`src/rtl/gmii_gen_pkg.sv`:
```
// Shared constants, state encoding and LFSR step for the GMII frame generator.
package gmii_gen_pkg;

    localparam logic [7:0] PREAMBLE_BYTE = 8'h55;
    localparam logic [7:0] SFD_BYTE      = 8'hD5;
    localparam logic [7:0] LFSR_TAPS     = 8'hB8;

    localparam logic [2:0] ST_IDLE     = 3'd0;
    localparam logic [2:0] ST_PREAMBLE = 3'd1;
    localparam logic [2:0] ST_SFD      = 3'd2;
    localparam logic [2:0] ST_PAYLOAD  = 3'd3;
    localparam logic [2:0] ST_IFG      = 3'd4;

    typedef enum logic [2:0] {
        IDLE     = ST_IDLE,
        PREAMBLE = ST_PREAMBLE,
        SFD      = ST_SFD,
        PAYLOAD  = ST_PAYLOAD,
        IFG      = ST_IFG
    } state_t;

    typedef enum logic {
        PAT_INC  = 1'b0,
        PAT_LFSR = 1'b1
    } pattern_t;

    // Fibonacci LFSR x^8+x^6+x^5+x^4+1, shifting left with feedback into bit 0.
    function automatic logic [7:0] lfsr_next(input logic [7:0] s);
        return {s[6:0], ^(s & LFSR_TAPS)};
    endfunction

endpackage

```
`src/rtl/gmii_payload_gen.sv`:
```
// Payload byte source: data_byte always holds the next payload byte to transmit.
module gmii_payload_gen
    import gmii_gen_pkg::*;
(
    input  logic       GTX_CLK,
    input  logic       RESET,
    input  logic       load,
    input  logic       advance,
    input  logic       mode,
    input  logic [7:0] seed,
    output logic [7:0] data_byte
);

    // NOTE: sequential state is written with non-blocking assignments so every
    // register samples the pre-edge values, independent of statement order.
    always_ff @(posedge GTX_CLK) begin
        if (RESET) begin
            data_byte <= '0;
        end else if (load) begin
            data_byte <= (mode == PAT_LFSR && seed == 8'h00) ? 8'h01 : seed;
        end else if (advance) begin
            data_byte <= (mode == PAT_LFSR) ? lfsr_next(data_byte) : data_byte + 8'd1;
        end
    end

endmodule

```
`src/rtl/gmii_frame_gen.sv`:
```
// GMII transmit frame generator: preamble, SFD, patterned payload, IFG, in bursts.
// Optional TX_ER injection is built when GMII_GEN_ERR_INJECT_EN is defined.
module gmii_frame_gen
    import gmii_gen_pkg::*;
#(
    parameter int PRE_LEN = 7,
    parameter int IFG_LEN = 12,
    parameter int LEN_W   = 11,
    parameter int MIN_LEN = 1,
    parameter int CNT_W   = 8
) (
    input  logic             GTX_CLK,
    input  logic             RESET,
    input  logic             start,
    input  logic             stop,
    input  logic [LEN_W-1:0] frame_len,
    input  logic [CNT_W-1:0] frame_cnt,
    input  logic             pattern_sel,
    input  logic [7:0]       seed,
`ifdef GMII_GEN_ERR_INJECT_EN
    input  logic             err_inj,
    input  logic [LEN_W-1:0] err_pos,
`endif
    output logic [7:0]       TXD,
    output logic             TX_EN,
    output logic             TX_ER,
    output logic             busy,
    output logic             done,
    output logic [CNT_W-1:0] frames_sent
);

    localparam int CW = (LEN_W > 8) ? LEN_W : 8;

    state_t           state;
    logic [CW-1:0]    cnt;
    logic [LEN_W-1:0] len_q;
    logic [LEN_W-1:0] len_eff;
    logic [CNT_W-1:0] burst_q;
    logic             mode_q;
    logic [7:0]       seed_q;
    logic [7:0]       pay_byte;
    logic             pay_load;
    logic             pay_advance;

    assign len_eff = (frame_len < LEN_W'(MIN_LEN)) ? LEN_W'(MIN_LEN) : frame_len;

    // The pattern is reloaded throughout every preamble so each frame restarts from seed.
    assign pay_load    = (state == PREAMBLE);
    assign pay_advance = (state == SFD) || (state == PAYLOAD && cnt != '0);

    gmii_payload_gen u_payload (
        .GTX_CLK   (GTX_CLK),
        .RESET     (RESET),
        .load      (pay_load),
        .advance   (pay_advance),
        .mode      (mode_q),
        .seed      (seed_q),
        .data_byte (pay_byte)
    );

    // cnt holds the cycles remaining in the current state after the one on the wire.
    always_ff @(posedge GTX_CLK) begin
        if (RESET) begin
            state       <= IDLE;
            cnt         <= '0;
            len_q       <= '0;
            burst_q     <= '0;
            mode_q      <= 1'b0;
            seed_q      <= '0;
            TXD         <= '0;
            TX_EN       <= 1'b0;
            busy        <= 1'b0;
            done        <= 1'b0;
            frames_sent <= '0;
        end else begin
            done <= 1'b0;
            unique case (state)
                IDLE: begin
                    if (start) begin
                        len_q       <= len_eff;
                        burst_q     <= frame_cnt;
                        mode_q      <= pattern_sel;
                        seed_q      <= seed;
                        frames_sent <= '0;
                        busy        <= 1'b1;
                        state       <= PREAMBLE;
                        cnt         <= CW'(PRE_LEN - 1);
                        TX_EN       <= 1'b1;
                        TXD         <= PREAMBLE_BYTE;
                    end
                end
                PREAMBLE: begin
                    if (cnt == '0) begin
                        state <= SFD;
                        TXD   <= SFD_BYTE;
                    end else begin
                        cnt <= cnt - 1'b1;
                    end
                end
                SFD: begin
                    state <= PAYLOAD;
                    TXD   <= pay_byte;
                    cnt   <= CW'(len_q) - 1'b1;
                end
                PAYLOAD: begin
                    if (cnt == '0) begin
                        state       <= IFG;
                        TX_EN       <= 1'b0;
                        TXD         <= '0;
                        frames_sent <= frames_sent + 1'b1;
                        cnt         <= CW'(IFG_LEN - 1);
                    end else begin
                        TXD <= pay_byte;
                        cnt <= cnt - 1'b1;
                    end
                end
                IFG: begin
                    if (cnt != '0) begin
                        cnt <= cnt - 1'b1;
                    end else if (stop || (burst_q != '0 && frames_sent == burst_q)) begin
                        state <= IDLE;
                        busy  <= 1'b0;
                        done  <= 1'b1;
                    end else begin
                        state <= PREAMBLE;
                        cnt   <= CW'(PRE_LEN - 1);
                        TX_EN <= 1'b1;
                        TXD   <= PREAMBLE_BYTE;
                    end
                end
                default: state <= IDLE;
            endcase
        end
    end

`ifdef GMII_GEN_ERR_INJECT_EN
    logic             err_inj_q;
    logic [LEN_W-1:0] err_pos_q;

    // The index of the byte about to be driven is 0 from SFD, else len_q - cnt.
    always_ff @(posedge GTX_CLK) begin
        if (RESET) begin
            err_inj_q <= 1'b0;
            err_pos_q <= '0;
            TX_ER     <= 1'b0;
        end else begin
            if (state == IDLE && start) begin
                err_inj_q <= err_inj;
                err_pos_q <= err_pos;
            end
            TX_ER <= err_inj_q &&
                     ((state == SFD && err_pos_q == '0) ||
                      (state == PAYLOAD && cnt != '0 &&
                       CW'(err_pos_q) == (CW'(len_q) - cnt)));
        end
    end
`else
    assign TX_ER = 1'b0;
`endif

endmodule

```
`config.mk`:
```
export PLATFORM = sky130hd
export DESIGN_NAME = gmii_frame_gen
export DESIGN_NICKNAME = d
export VERILOG_FILES = /design/src/rtl/gmii_gen_pkg.sv /design/src/rtl/gmii_payload_gen.sv /design/src/rtl/gmii_frame_gen.sv
export SDC_FILE = /design/constraint.sdc
export NUM_CORES = 1
export LEC_CHECK = 0
export CORE_MARGIN = 1
export CORE_UTILIZATION = 50
export DETAILED_ROUTE_END_ITERATION = 12
export DONT_BUFFER_PORTS = 1
export PLACE_DENSITY = 0.7
export SYNTH_ARGS = -nofsm -noshare
export SYNTH_HDL_FRONTEND = slang
export SYNTH_HIERARCHICAL = 1
export SYNTH_SLANG_ARGS = --single-unit
```
`constraint.sdc`:
```
create_clock -name GTX_CLK -period 2.7 [get_ports GTX_CLK]
set_input_delay 0.675 -clock GTX_CLK [delete_from_list [all_inputs] [get_ports GTX_CLK]]
set_output_delay 0.675 -clock GTX_CLK [all_outputs]
set_load 0.1 [all_outputs]
```
==> results of run 1 <==
-- per-stage QoR --
stage | worst slack (ns) | hold WS [ns]
floorplan | 0.2110 | 0.4361
global placement | 0.4805 | 0.4500
detailed placement | 0.4361 | 0.4498
CTS | 0.4254 | 0.3756
global route | 0.2649 | 0.3730
finish | 0.4085 | 0.4060
-- layout by cell type, fill, tap and decap left out, drive strengths merged, types with 7 or more instances in the layout --
| master | n |
|---|---|
| a21oi | 53 |
| a22o | 7 |
| buf | 33 |
| clkbuf | 11 |
| dfxtp | 69 |
| inv | 16 |
| nand2 | 77 |
| nand3 | 9 |
| nand4 | 7 |
| nor2 | 25 |
| nor3 | 12 |
| nor4 | 12 |
| o21ai | 9 |
| o32ai | 8 |
| or2 | 7 |
| or3 | 7 |
| xor2 | 19 |
-- flip-flops by register name, indices dropped and copies added, names as in the netlist --
signal               count
state                    3
busy                     1
seed_q                   8
done                     1
TX_EN                    1
mode_q                   1
cnt                     11
burst_q                  8
frames_sent              8
u_payload/data_byte      8
TXD                      8
len_q                   11
-- report_power, final --
part | internal, mW | switching [mW]
clock network | 0.524 | 0.411
registers | 1.25 | 0.301
logic | 1.12 | 1.82
-- critical path, cell delays in order, from the launching register on --
cell and delay [ns]:
sky130_fd_sc_hd__dfxtp_1 0.34, sky130_fd_sc_hd__inv_1 0.09, sky130_fd_sc_hd__ha_1 0.17, sky130_fd_sc_hd__or3b_2 0.50, sky130_fd_sc_hd__o32ai_4 0.42, sky130_fd_sc_hd__nand2_2 0.18, sky130_fd_sc_hd__a22o_1 0.24, sky130_fd_sc_hd__a32o_1 0.24
-- cells by family (layout without fill, tap and decap cells) --
group / count (synthesis) / after routing / share of synthesized area
simple gates: 185 / 185 / 0.2448
compound gates: 136 / 136 / 0.2516
flops: 69 / 69 / 0.3575
buf+inv: 50 / 65 / 0.05602
xor+xnor: 25 / 25 / 0.05667
fa+ha+maj: 6 / 6 / 0.01943
mux: 5 / 5 / 0.01295
other cells: 1 / 1 / 0.0009706
-- layout make-up --
cell class | count | area [sq um]
Inverter | 16 | 60.06
Fill cell | 688 | 3074
Clock buffer | 11 | 131.4
Sequential cell | 69 | 1381
Clock inverter | 5 | 85.08
Tap cell | 99 | 123.9
Timing Repair Buffer | 33 | 247.7
Multi-Input combinational cell | 358 | 2266
-- routing by layer --
metal  track usage  wire (um)
met4        0.1196        248
met3       0.05330        762
met5             0          0
met2        0.3878       4375
met1        0.3266       4324
-- worst paths after layout --
path | from | endpoint | slack, ns | cells after the start
setup / recovery | cnt[0] | cnt[10] | 0.41 | 7
hold / removal | RESET | u_payload/data_byte[3] | 0.41 | 1
setup reg to reg | cnt[0] | cnt[10] | 0.41 | 7
hold reg to reg | seed_q[0] | seed_q[0] | 0.46 | 2
==> reports/metrics.sh, run 1 <==
RUN_STATUS='finished clean'
IO_BUFFERS=0
FINALSETUPTNS_NS=0
CTS_TREE='yes'
VIAS=3632
CLK_PATH_BUF_DEPTH=2
TIMING.FINAL.CRIT_SHARE=0.8487
POWER_mW=5.423
POST_SYNTHESIS_CELL_TYPE_WITH_THE_LARGEST_COMBINED_AREA='sky130_fd_sc_hd__dfxtp_1'
COUNT_OF_FLIP_FLOPS_WITH_A_BUILT_IN_ENABLE_AFTER_SYNTHESIS=0
PLACEMENT.CELL_AREA_SQ_UM=4079
GRT_REMAINING_OVERFLOW=0
FINALSETUPVIOLCOUNT=0
SYNTH.YOSYS.WARNINGS=6
CLOCK.FMAX_GHz=0.4364
POST-SYNTH-TOP-COUNT-CELL='sky130_fd_sc_hd__nand2_1'
DRT_WL_TOTAL_UM=9710
FINISH.CELL_COUNT_WITHOUT_FILLERS=591
ANTENNA_VIOLATING_NETS_POST_ROUTE=0
P_PER_AREA_nW_PER_UM2=1263
POST_SYNTHESIS_INSTANCE_AREA_SQ_UM=3864
WORST_CLOCK_SKEW_NS=0.01014
DRT_ITER0_MARKERS=224
ROUTE.DETAILED.DRC=0
HOLD_VIOLATIONS=0
DP.FINAL_HPWL_UM=6801
PIN_COUNT=52
ANT_DIODES=0
CP_DATA_ARRIVAL_TIME_NS=2.54
CLOCK-ROOT-BUFFER='sky130_fd_sc_hd__clkbuf_8'
KIND_OF_CRITICAL_PATH='flop to flop'
FP.DIEW_UM=89.91
POST_CTS_HOLD_BUFFER_COUNT=0
CTS.REPORTEDPATHS.CLKPINSLEW_NS=0.08
DRV.MAX_CAP_VIOLATION_COUNT=0
POST_SYNTH_INST_COUNT=477
CTS_SETUP_BUFFERS=0
FINAL_CELL_AREA_SQ_UM=4295
NETLIST_TOP_CELLS_COUNT='sky130_fd_sc_hd__nand2_1 (76), sky130_fd_sc_hd__dfxtp_1 (69), sky130_fd_sc_hd__a21oi_1 (53), sky130_fd_sc_hd__clkbuf_1 (24), sky130_fd_sc_hd__nor2_1 (24)'
DIE_HEIGHT_UM=89.91
SYN_NETS=515
PLACE_INST=575
START_KIND='flop'
ROUTEDWLPERCELL_UM=16.43
SYNTHDISTINCTLIBCELLS=71
GP_ROUTABILITY_CONGESTION=0.9251
NUMBER_OF_MAX_SLEW_VIOLATIONS_IN_THE_FINAL_REPORT=0
PERIOD_MINUS_SLACK_NS=2.291
CRIT_PATH_MAX_FANOUT=9
CTS-BUFFERS-INSERTED=9
LAYOUT.NETS=525
LEAKAGE_nW=1.684
ROWS=31
INITIAL_CORE_UTIL=0.5243
POSTSYNTHREGISTERBITS=69
LAYOUT-DRIVE-GT1-SHARE=0.1402
FLOORPLAN.DIE_AREA_SQ_UM=8083
ANTENNA_FOUND_INITIAL=0
CTS_REPAIR_RESIZE_COUNT=0
HTREE_NUM_LEVELS=3
SYNTH_SEQ_AREA_SHARE=0.3575
GRT_PASS1_WL_UM=16320
FIRST_GLOBAL_VIAS=3391
IR_WORST_VDD_mV=0.5856
SETUP_REPAIR_AFTER_GLOBAL_ROUTING_MISSED_ITS_MARGIN='false'
CLOCK_INSERTION_DELAY_WORST_SKEW_NS=0.36
GLOBAL_ROUTE.USAGE.TOTAL=0.2484
POSTLAYOUTCOREUTIL=0.5829
MAX_SLEW_MARGIN=0.5625
FIRST_PASS_ITERS=5
SYNTHDOMINANTCELLAREASHARE=0.3575
WORSTMARGINPINSLEW_NS=0.6535
DOMINANTREGCELLSYNTH='sky130_fd_sc_hd__dfxtp_1'
SYNTH.AVG_CELL_AREA_SQ_UM=8.100
MIN-DELAY-PATH-CLASS='input port to flop'
CORE_AREA_SQ_UM=7370
YS_ASYNC_SR_FRACTION=0
CP_DATA_REQUIRED_TIME_NS=2.94
SYNTH_AREA_LEADERS='sky130_fd_sc_hd__dfxtp_1 (36%), sky130_fd_sc_hd__nand2_1 (7.4%), sky130_fd_sc_hd__a21oi_1 (6.9%), sky130_fd_sc_hd__xor2_1 (4.3%), sky130_fd_sc_hd__clkbuf_1 (2.3%)'
GRT_START_MAX_NET_PINS=57
TIMING.CRITICAL_PATH.TO_TYPE='flop'
SYN_TO_FINAL_GROWTH_PCT=11.17
NUMCLOCKSINKS=69
AVGVIACOUNTPERCELL=6.146
(Power assumes the default switching activity.)
==> run 2, diff against run 1 <==
==> constraint.sdc (replaced) <==
create_clock -name GTX_CLK -period 2.3 [get_ports GTX_CLK]
set_input_delay 0.575 -clock GTX_CLK [delete_from_list [all_inputs] [get_ports GTX_CLK]]
set_output_delay 0.575 -clock GTX_CLK [all_outputs]
set_load 0.1 [all_outputs]
==> reports/metrics.sh, run 2 (synthesized netlist as in run 1, its figures left out) <==
RUN_STATUS='finished clean'
ANTENNA_FOUND_INITIAL=0
KIND_OF_CRITICAL_PATH='flop to flop'
LAYOUT-DRIVE-GT1-SHARE=0.1789
P_PER_AREA_nW_PER_UM2=1516
SETUP_REPAIR_AFTER_GLOBAL_ROUTING_MISSED_ITS_MARGIN='false'
WORST_PATH_DOMINANT_CELL_FAMILY='simple AND/OR/NAND/NOR gates'
DIE_HEIGHT_UM=89.91
TIMING.FINAL.CRIT_SHARE=0.9470
FLOORPLAN.DIE_AREA_SQ_UM=8083
FINALSETUPTNS_NS=0
MIN-DELAY-START='RESET'
PERIOD_MINUS_SLACK_NS=2.178
VIAS=3636
ROUTE.DETAILED.DRC=0
CRIT_CHAIN='or4_1, buf_4, nor3_1, buf_4, a21oi_1, or3_1, o211a_1'
WORSTHOLDENDPOINT='u_payload/data_byte[1]'
R2R-END='cnt[2]'
GRT_REMAINING_OVERFLOW=0
GRT_PASS1_WL_UM=16190
DRT_WL_TOTAL_UM=9784
INTERNAL_POWER_mW=3.717
CRITICAL-PATH-MAX-STAGE-DELAY_NS=0.60
CP_DATA_REQUIRED_TIME_NS=2.54
R2R.WORST_PATH.CELLS=7
IR_WORST_VDD_mV=0.5941
MIN-DELAY-PATH-CLASS='input port to flop'
WORSTMARGINPINSLEW_NS=0.5566
WORST-R2R-SETUP-SLACK_NS=0.12
CTS_TREE='yes'
ANT_DIODES=0
GP_ROUTABILITY_CONGESTION=0.8689
SYN_TO_FINAL_GROWTH_PCT=14.64
PIN_COUNT=52
ANTENNA_VIOLATING_NETS_POST_ROUTE=0
DP.FINAL_HPWL_UM=6940
WORST_SETUP_PATH_STARTPOINT='cnt[4]'
CPMAXSTAGEDELAYCELL='sky130_fd_sc_hd__or4_1'
HTREE_NUM_LEVELS=3
POWER_mW=6.714
CLOCK_POWER_SHARE=0.184
CRIT_PATH_MAX_FANOUT=6
POWER.COMBINATIONAL.FRACTION=0.546
DRT_ITER0_MARKERS=417
FILLER_CELL_COUNT=666
CLK_PATH_BUF_DEPTH=2
INITIAL_CORE_UTIL=0.5243
LAYOUT_COMMON_CELLS='sky130_fd_sc_hd__nand2_1 (76), sky130_fd_sc_hd__dfxtp_1 (61), sky130_fd_sc_hd__a21oi_1 (53), sky130_fd_sc_hd__buf_4 (42), sky130_fd_sc_hd__nor2_1 (24)'
CLOCK_INSERTION_DELAY_WORST_SKEW_NS=0.35
MOST_COMMON_CELL_AFTER_LAYOUT_FILL_AND_TAPS_ASIDE='sky130_fd_sc_hd__nand2_1'
CORE_AREA_SQ_UM=7370
NUMCLOCKSINKS=69
NUMBER_OF_BUFFERS_AND_INVERTERS_ON_THE_CRITICAL_PATH=2
CLOCK-ROOT-BUFFER='sky130_fd_sc_hd__clkbuf_8'
FIRST_GLOBAL_VIAS=3352
ROWS=31
FINALSETUPVIOLCOUNT=0
LAYOUT.NETS=536
MAX_SLEW_MARGIN=0.6273
POST_CTS_HOLD_BUFFER_COUNT=0
AVGVIACOUNTPERCELL=6.040
SEQ_AREA_SQ_UM=1391
MULTIINPUTGATEAREA_SQ_UM=2273
DRV.MAX_CAP_VIOLATION_COUNT=0
FP.DIEW_UM=89.91
GLOBAL_ROUTE.USAGE.TOTAL=0.2458
REGTOREGSTARTPOINT='cnt[4]'
CP_DATA_ARRIVAL_TIME_NS=2.42
NUMBER_OF_INSTANCES_ON_THE_WORST_HOLD_PATH=1
SEQPWRFRAC=0.269
ROUTEDWLPERCELL_UM=16.25
WORST_PATH_MOST_REPEATED_CELL='sky130_fd_sc_hd__buf_4'
HOLD_VIOLATIONS=0
CTS.REPORTEDPATHS.CLKPINSLEW_NS=0.08
GRT_START_MAX_NET_PINS=57
WORST_CLOCK_SKEW_NS=0.005619
LARGESTREGISTERS='cnt: 11 flops, len_q: 11 flops'
IO_BUFFERS=0
FIRST_PASS_ITERS=5
CLOCK.FMAX_GHz=0.4591
CTS-BUFFERS-INSERTED=9
START_KIND='flop'
POWER_DISSIPATED_BY_SWITCHING_NET_LOADS_mW=2.997
POWER.SHARE.SWITCHING=0.4464
TIMING.CRITICAL_PATH.TO_TYPE='flop'
LEAKAGE_nW=1.765
NUMBER_OF_MAX_SLEW_VIOLATIONS_IN_THE_FINAL_REPORT=0
==> run 2: cell count changes in the layout (fill, tap and decap cells not counted), sizes merged <==
cell      before  now
buf           33   43
clkbuf        11   12
clkinvlp       1    0
bufinv         2    3
==> run 2: worst reg2reg max path: cells and delay by family (launching register included) <==
| family | cells | cell delay, ns |
|---|---|---|
| buf+inv | 2 | 0.39 |
| simple gates | 3 | 1.16 |
| compound gates | 2 | 0.19 |
| flops | 1 | 0.35 |
==> run 2: layer usage <==
layer	track usage	share of wire
met1	0.3344	0.45
met2	0.3833	0.47
met3	0.05330	0.065
met4	0.09005	0.017
met5	0	0
==> run 2: cell type report <==
cell class,count,share of cell area
Clock buffer,11,0.03192
Timing Repair Buffer,44,0.07486
Inverter,16,0.01356
Sequential cell,69,0.3141
Tap cell,99,0.02797
Multi-Input combinational cell,358,0.5133
Clock inverter,5,0.02429
==> run 2: repair_timing <==
| item | 4_1_cts | 5_1_grt |
|---|---|---|
| setup endpoints to repair | 0 | 6 |
| resized for setup | 0 | 3 |
| setup buffers | 0 | 3 |
==> run 2: how the worst max path moves through the flow <==
stage | slack, ns | cells past startpoint | to
detailed placement | 0.06 | 7 | cnt[5]
CTS | 0.02 | 7 | cnt[5]
global placement | 0.07 | 7 | cnt[10]
floorplan | 0.09 | 10 | u_payload/data_byte[3]
global route | 0.01 | 7 | cnt[2]
finish | 0.12 | 7 | cnt[2]
==> run 2: stage by stage <==
step / hold slack [ns] / worst slack, ns / instance area (sq um) / utilization / cells
6_report: 0.2961 / 0.1218 / 4429 / 0.6010 / 602
5_1_grt: 0.2707 / 0.01144 / 4429 / 0.6010 / 602
4_1_cts: 0.2752 / 0.02232 / 4398 / 0.5968 / 599
3_5_place_dp: 0.4522 / 0.05789 / 4149 / 0.5630 / 583
3_3_place_gp: 0.4512 / 0.07458 / 4149 / 0.5630 / 583
2_1_floorplan: 0.4361 / 0.08728 / 3874 / - / 477
==> run 2: power groups by stage <==
stage,Combinational [mW],Clock [mW],Sequential [mW]
3_5_place_dp,3.50,0,1.83
4_1_cts,3.52,1.26,1.80
6_report,3.67,1.24,1.81
3_3_place_gp,3.50,0,1.82
2_1_floorplan,2.44,0,2.03
5_1_grt,3.95,1.32,1.86
